**config.mk**
```make
export PLATFORM = sky130hd
export DESIGN_NAME = banked_data_memory
export DESIGN_NICKNAME = d
export VERILOG_FILES = /design/src/rtl/banked_mem_pkg.sv /design/src/rtl/banked_data_memory_mem_bank.sv /design/src/rtl/banked_data_memory.sv
export SDC_FILE = /design/constraint.sdc
export NUM_CORES = 2
export LEC_CHECK = 0
export ABC_AREA = 1
export BUFFER_PORTS_ARGS = -buffer_cell sky130_fd_sc_hd__buf_2
export CORE_UTILIZATION = 30
export CTS_BUF_LIST = sky130_fd_sc_hd__clkbuf_4 sky130_fd_sc_hd__clkbuf_8
export DETAILED_ROUTE_END_ITERATION = 10
export RECOVER_POWER = 25
export SLEW_MARGIN = 20
export SYNTH_ARGS = -nofsm -noshare
export SYNTH_HDL_FRONTEND = slang
export SYNTH_SLANG_ARGS = --single-unit
```
**constraint.sdc**
```tcl
create_clock -name clk -period 9.75 [get_ports clk]
set_clock_uncertainty 0.2 [all_clocks]
set_input_delay 2.4375 -clock clk [delete_from_list [all_inputs] [get_ports clk]]
set_output_delay 2.4375 -clock clk [all_outputs]
set_load 0.05 [all_outputs]
```
**src/rtl/banked_mem_pkg.sv**
```systemverilog
// banked_mem_pkg
// Shared definitions for the banked data memory: the controller state
// encoding, default geometry, and the widths derived from that geometry.
package banked_mem_pkg;

    typedef enum logic {
        IDLE  = 1'b0,
        CLEAR = 1'b1
    } state_t;

    localparam int DEF_DATA_W = 32;
    localparam int DEF_DEPTH  = 16;
    localparam int DEF_NBANKS = 3;
    localparam int DEF_ADDR_W = 17;

    // A single bank still needs one select bit so the decode slices stay legal.
    function automatic int bank_bits(input int nbanks);
        return (nbanks > 1) ? $clog2(nbanks) : 1;
    endfunction

    localparam int DEF_IDX_W  = $clog2(DEF_DEPTH);
    localparam int DEF_BANK_W = bank_bits(DEF_NBANKS);

endpackage

```
**src/rtl/banked_data_memory_mem_bank.sv**
```systemverilog
// mem_bank
// One bank of byte-enabled synchronous RAM with a registered read port.
// Ports:
//   clk   - clock, rising edge
//   we    - write enable; only lanes with be=1 are written
//   be    - byte lane enables
//   addr  - word index within the bank
//   wdata - write data
//   re    - read enable; rdata updates on the following edge
//   rdata - registered read data (read-first on a same-address write)
module mem_bank #(
    parameter int    DATA_W      = 32,
    parameter int    DEPTH       = 16,
    parameter int    BANK_ID     = 0,
    parameter string INIT_PREFIX = ""
) (
    input  logic                     clk,
    input  logic                     we,
    input  logic [DATA_W/8-1:0]      be,
    input  logic [$clog2(DEPTH)-1:0] addr,
    input  logic [DATA_W-1:0]        wdata,
    input  logic                     re,
    output logic [DATA_W-1:0]        rdata
);
    localparam int NBYTES = DATA_W / 8;

    logic [DATA_W-1:0] mem_q [DEPTH];
    logic [DATA_W-1:0] rdata_q;

    always_ff @(posedge clk) begin
        if (we) begin
            for (int b = 0; b < NBYTES; b++) begin
                if (be[b]) begin
                    mem_q[addr][b*8 +: 8] <= wdata[b*8 +: 8];
                end
            end
        end
        if (re) begin
            rdata_q <= mem_q[addr];
        end
    end

    assign rdata = rdata_q;

endmodule

```
**src/rtl/banked_data_memory.sv**
```systemverilog
// banked_data_memory
// Word-addressed memory split into NBANKS banks (operand A, operand B,
// result) with a sequencer that zeroes CLEAR_BANK one word per cycle.
// Ports:
//   clk, reset            - clock and asynchronous active-high reset
//   memread, memwrite     - request strobes, held by the requester until ready
//   address, byte_en,
//   data_in               - request address, write lanes, write data
//   ready                 - high while idle; a request is taken when ready=1
//   data_out, rvalid      - read data (held between reads) and its valid pulse
//   err                   - pulse one cycle after an illegal request is taken
//   clear_start           - begin zeroing CLEAR_BANK (ignored while clearing)
//   busy, done            - clear in progress / clear-finished pulse
module banked_data_memory
    import banked_mem_pkg::*;
#(
    parameter int    DATA_W      = DEF_DATA_W,
    parameter int    DEPTH       = DEF_DEPTH,
    parameter int    NBANKS      = DEF_NBANKS,
    parameter int    ADDR_W      = DEF_ADDR_W,
    parameter int    CLEAR_BANK  = NBANKS - 1,
    parameter string INIT_PREFIX = ""
) (
    input  logic                clk,
    input  logic                reset,
    input  logic                memread,
    input  logic                memwrite,
    input  logic [ADDR_W-1:0]   address,
    input  logic [DATA_W/8-1:0] byte_en,
    input  logic [DATA_W-1:0]   data_in,
    output logic                ready,
    output logic [DATA_W-1:0]   data_out,
    output logic                rvalid,
    output logic                err,
    input  logic                clear_start,
    output logic                busy,
    output logic                done
);
    localparam int IDX_W   = $clog2(DEPTH);
    localparam int BANK_W  = bank_bits(NBANKS);
    localparam int TOP_LSB = IDX_W + BANK_W;

    state_t             state_q, state_d;
    logic [IDX_W-1:0]   counter_q, counter_d;
    logic               rvalid_q, rvalid_d;
    logic               err_q, err_d;
    logic               done_q, done_d;
    logic [BANK_W-1:0]  rd_bank_q, rd_bank_d;
    logic [DATA_W-1:0]  hold_q, hold_d;

    logic [IDX_W-1:0]   idx;
    logic [BANK_W-1:0]  bank_sel;
    logic               upper_nz;
    logic               illegal;
    logic               accept;
    logic               req_we;
    logic               req_re;
    logic [DATA_W-1:0]  bank_rdata [NBANKS];
    logic [DATA_W-1:0]  rd_mux;

    assign idx      = address[IDX_W-1:0];
    assign bank_sel = address[TOP_LSB-1:IDX_W];

    generate
        if (ADDR_W > TOP_LSB) begin : g_upper
            assign upper_nz = |address[ADDR_W-1:TOP_LSB];
        end else begin : g_no_upper
            assign upper_nz = 1'b0;
        end
    endgenerate

    assign illegal = (32'(bank_sel) >= 32'(NBANKS)) || upper_nz || (memread && memwrite);
    assign ready   = (state_q == IDLE);
    assign accept  = ready && (memread || memwrite);
    assign busy    = (state_q == CLEAR);

    // The bank output register only carries fresh data in the rvalid cycle;
    // outside it data_out comes from a holding register so it survives later
    // bank reads/clears and can be forced to zero by reset.
    assign rd_mux   = bank_rdata[rd_bank_q];
    assign data_out = rvalid_q ? rd_mux : hold_q;
    assign rvalid   = rvalid_q;
    assign err      = err_q;
    assign done     = done_q;

    always_comb begin
        state_d   = state_q;
        counter_d = counter_q;
        rvalid_d  = 1'b0;
        err_d     = 1'b0;
        done_d    = 1'b0;
        rd_bank_d = rd_bank_q;
        hold_d    = rvalid_q ? rd_mux : hold_q;
        req_we    = 1'b0;
        req_re    = 1'b0;
        case (state_q)
            IDLE: begin
                if (accept) begin
                    if (illegal) begin
                        err_d = 1'b1;
                    end else if (memread) begin
                        req_re    = 1'b1;
                        rvalid_d  = 1'b1;
                        rd_bank_d = bank_sel;
                    end else begin
                        req_we = 1'b1;
                    end
                end
                // A coincident request was handled above; clearing starts
                // on the same edge and its first write lands next cycle.
                if (clear_start) begin
                    state_d   = CLEAR;
                    counter_d = '0;
                end
            end
            CLEAR: begin
                counter_d = counter_q + 1'b1;
                if (counter_q == IDX_W'(DEPTH - 1)) begin
                    state_d = IDLE;
                    done_d  = 1'b1;
                end
            end
            default: state_d = IDLE;
        endcase
    end

    always_ff @(posedge clk or posedge reset) begin
        if (reset) begin
            state_q   <= IDLE;
            counter_q <= '0;
            rvalid_q  <= 1'b0;
            err_q     <= 1'b0;
            done_q    <= 1'b0;
            rd_bank_q <= '0;
            hold_q    <= '0;
        end else begin
            state_q   <= state_d;
            counter_q <= counter_d;
            rvalid_q  <= rvalid_d;
            err_q     <= err_d;
            done_q    <= done_d;
            rd_bank_q <= rd_bank_d;
            hold_q    <= hold_d;
        end
    end

    genvar gi;
    generate
        for (gi = 0; gi < NBANKS; gi++) begin : g_bank
            logic clr_here;
            logic sel_here;
            assign clr_here = (state_q == CLEAR) && (gi == CLEAR_BANK);
            assign sel_here = (bank_sel == BANK_W'(gi));

            mem_bank #(
                .DATA_W      (DATA_W),
                .DEPTH       (DEPTH),
                .BANK_ID     (gi),
                .INIT_PREFIX (INIT_PREFIX)
            ) u_bank (
                .clk   (clk),
                .we    (clr_here || (req_we && sel_here)),
                .be    (clr_here ? {(DATA_W/8){1'b1}} : byte_en),
                .addr  (clr_here ? counter_q : idx),
                .wdata (clr_here ? {DATA_W{1'b0}} : data_in),
                .re    (req_re && sel_here),
                .rdata (bank_rdata[gi])
            );
        end
    endgenerate

endmodule

```
==> impl_results.md <==
* Status: finished with violations
* Failing checks: max-capacitance violations, max-slew violations
* Largest net degree at the start of global routing at 156
* Pwr dens at 257 nW/um^2
* Netlist cell types at 27
* Max-Slew Margin vs Limit at -1.26
* Hold path depth at 2
* Vias per Instance at 4.89
* Clock transition at the registers of the reported paths at 0.06 ns
* Fin crit share at 0.742
* Pleak at 27.9 nW
* Die Y at 473 um
* Initial DRC count at 4473
* Cells after synthesis at 5353
* Worst R2R Start: busy$_DFF_PP0_
* Die width at 473 um
* Crit end category: flip-flop
* GP Congestion at 0.839
* CTS tree: yes
* YS warnings at 0
* Clock Path Buffers at 4
* Hold buffers post-CTS at 0
* RSZ-0062 raised after global routing: false
* Skew-Pair Late Insertion Delay at 1.00 ns
* Slowest cell delay on critical path at 2.37 ns
* DR pass1 iterations at 6
* # clock sinks at 1674
* R2r setup slk at 2.52 ns
* H-tree levels at 5
* Setup TNS at 0 ns
* Yosys top cell by area: edfxtp_1
* DP Worst Slack at 3.38 ns
* IO buf count at 94
* Worst Tran Pin Value at 3.39 ns
* Reg2reg end: g_bank[2].u_bank.rdata[22]$_DFFE_PP_
* Syn Area/Cell at 12.4 um^2
* Gr ovfl total at 0
* Slowest stage cell, crit path: clkbuf_1
* Fillcell total at 21400
* R2R cell count at 12
* Worst endpoint required time at 10.35 ns
* Setup violators final at 0
* Die area at 224000 um^2
* Cell Rows at 172
* Syn nets at 5412
* Post-route minimum period at 7.23 ns
* Final WL at 190000 um
* WL/cell at 21.9 um
* Fmax achieved at 0.138 GHz
* Syn-to-layout area delta at 13.4%
* Most common cell type on the critical path: nand2_1
* First-pass GRT wire length at 275000 um
* Total power at 19.4 mW
* Max VDD drop at 244 uV
* Crit. Startpoint: busy$_DFF_PP0_
* Seq/Total Area, Yosys at 0.752
* Starting Density at 0.302
* DP Wirelength at 115000 um
* CP endpoint: g_bank[2].u_bank.rdata[22]$_DFFE_PP_
* Slew Viols, Final at 1042
* Core area at 220000 um^2
* Arrival @ worst endpoint at 7.84 ns
* Worst hold path class: flip-flop to flip-flop
* Share of layout cells above drive strength 1 at 0.109
* Critical Path Source Type: flip-flop
* Yosys reg bits at 1674
* Routed Antenna Nets at 0
* Post-route DRC at 0
* Max_cap viols at 30
* Fin util at 0.343
* Vias in the first global route at 41900
* Hold Violations, Final at 0
* Initial antenna violation count at 17
* Final worst setup slack at 2.52 ns
* Vias at 42300
* GRT Util Overall at 0.166
* CP Max Fanout at 155
* Crit path cell chain: clkbuf_1 > nand2_4 > nand2_8 > buf_4 > nand2_1 > nand2_1 > nand2_1 > nand2_1 > nand2_1 > nand2_1 > inv_1 > nand2_1
* CP Depth at 12
* Setup repair bufs after CTS at 0
* Synth Cell Area at 66600 um^2
* Final nets at 5561
* Crit path kind: flip-flop to flip-flop
* Post-CTS Resized at 0
* CP bufs+invs at 3
* Root buf cell: clkbuf_8
* Total CTS buffers at 287
* Area contributors post-synth: edfxtp_1 74%, nand2_1 11%, a22oi_1 5.8%
* Synth top area share at 0.736
* Top delay family on crit path: buffers and inverters
* # IOs at 95
## state kept, by name, summed over array words and instances (netlist names)
register,cells
busy,1
counter_q,4
done,1
err,1
g_bank.u_bank.mem_q,1536
g_bank.u_bank.rdata,96
hold_q,32
rd_bank_q,2
rvalid,1
## metrics by stage
stage	hold slack (ns)	instance area (um^2)	instances
5_1_grt	0.348	75500	8656
4_1_cts	0.333	75500	8653
3_5_place_dp	0.316	70300	8171
3_3_place_gp	0.307	70200	8169
2_1_floorplan	0.286	66600	5353
6_report	0.329	75500	8657
## how the worst min path moves through the flow
| stage | from | endpoint |
|---|---|---|
| after floorplan | counter_q[3]$_DFFE_PP0P_ | counter_q[3]$_DFFE_PP0P_ |
| after global placement | counter_q[3]$_DFFE_PP0P_ | counter_q[3]$_DFFE_PP0P_ |
| after detailed placement | counter_q[3]$_DFFE_PP0P_ | counter_q[3]$_DFFE_PP0P_ |
| after CTS | counter_q[3]$_DFFE_PP0P_ | counter_q[3]$_DFFE_PP0P_ |
| after global routing | hold_q[12]$_DFF_PP0_ | hold_q[12]$_DFF_PP0_ |
| final | counter_q[3]$_DFFE_PP0P_ | counter_q[3]$_DFFE_PP0P_ |
## cell type report
class | instances | area [um^2] | share of cell area
Tap cell | 2958 | 3700 | 0.0490
Timing Repair Buffer | 167 | 952 | 0.0126
Multi-Input combinational cell | 3122 | 14500 | 0.193
Inverter | 250 | 948 | 0.0126
Antenna cell | 4 | 10.0 | 0.000133
Clock buffer | 374 | 4650 | 0.0617
Sequential cell | 1674 | 50100 | 0.663
Clock inverter | 108 | 611 | 0.00809
## worst min-delay path, cell delays in order (launching register included)
cell,delay [ns]
dfrtp_1,0.38
a21oi_1,0.07
inv_1,0.04
## cell families (layout without fill, tap and decap cells)
| kind of cell | after synthesis | in the layout | synth area share |
|---|---|---|---|
| other | 0 | 4 | 0 |
| adder cells (fa/ha/maj) | 1 | 1 | 0.000188 |
| XOR/XNOR | 1 | 1 | 0.000132 |
| AO/OA/AOI/OAI | 649 | 649 | 0.0687 |
| buffers and inverters | 557 | 899 | 0.0334 |
| AND/OR/NAND/NOR | 2471 | 2471 | 0.146 |
| flip-flops | 1674 | 1674 | 0.752 |
## power breakdown
part	internal [mW]	switching, mW	total [mW]	leakage (nW)
logic	1.06	3.43	4.49	9.65
registers	8.75	0.135	8.88	15.4
clock network	3.23	2.76	5.99	2.78
total	13.0	6.33	19.4	27.9
## placed cells by master, fill, tap and decap left out, drive strengths merged, types with 7 or more instances in the layout
master    Yosys  routed
o21ai        38      38
nand3       269     269
clkbuf      179     407
nor2        284     284
nand2      1907    1907
a31oi        32      32
inv         250     252
dfrtp        42      42
clkinv        0      94
buf         128     134
clkinvlp      0       7
a21oi        65      65
edfxtp     1632    1632
a22oi       512     512
## synth_stat cells
cell	instances
a22oi_1	512
nor2_1	284
a21oi_1	65
nand2_2	2
o21ai_1	3
nand3_1	261
a31oi_1	32
nand3_2	8
edfxtp_1	1632
nor3_4	1
xor2_1	1
nand2_1	1905
buf_1	29
nor3_1	3
dfrtp_1	42
clkbuf_1	179
buf_6	1
inv_2	3
ha_1	1
buf_2	98
o211ai_1	1
inv_1	247
o21ai_0	35
nor3b_4	1
a22o_1	1
or2_2	1
nand4_1	5
## layer usage
metal / part of all wire / vias to the layer above / track usage
met4: 0.035 / 4 / 0.0657
li1: - / 19200 / -
met2: 0.48 / 1847 / 0.271
met1: 0.41 / 20900 / 0.218
met5: 0.00018 / - / 0
met3: 0.078 / 383 / 0.0291
Power figures use the tool's default switching activity.
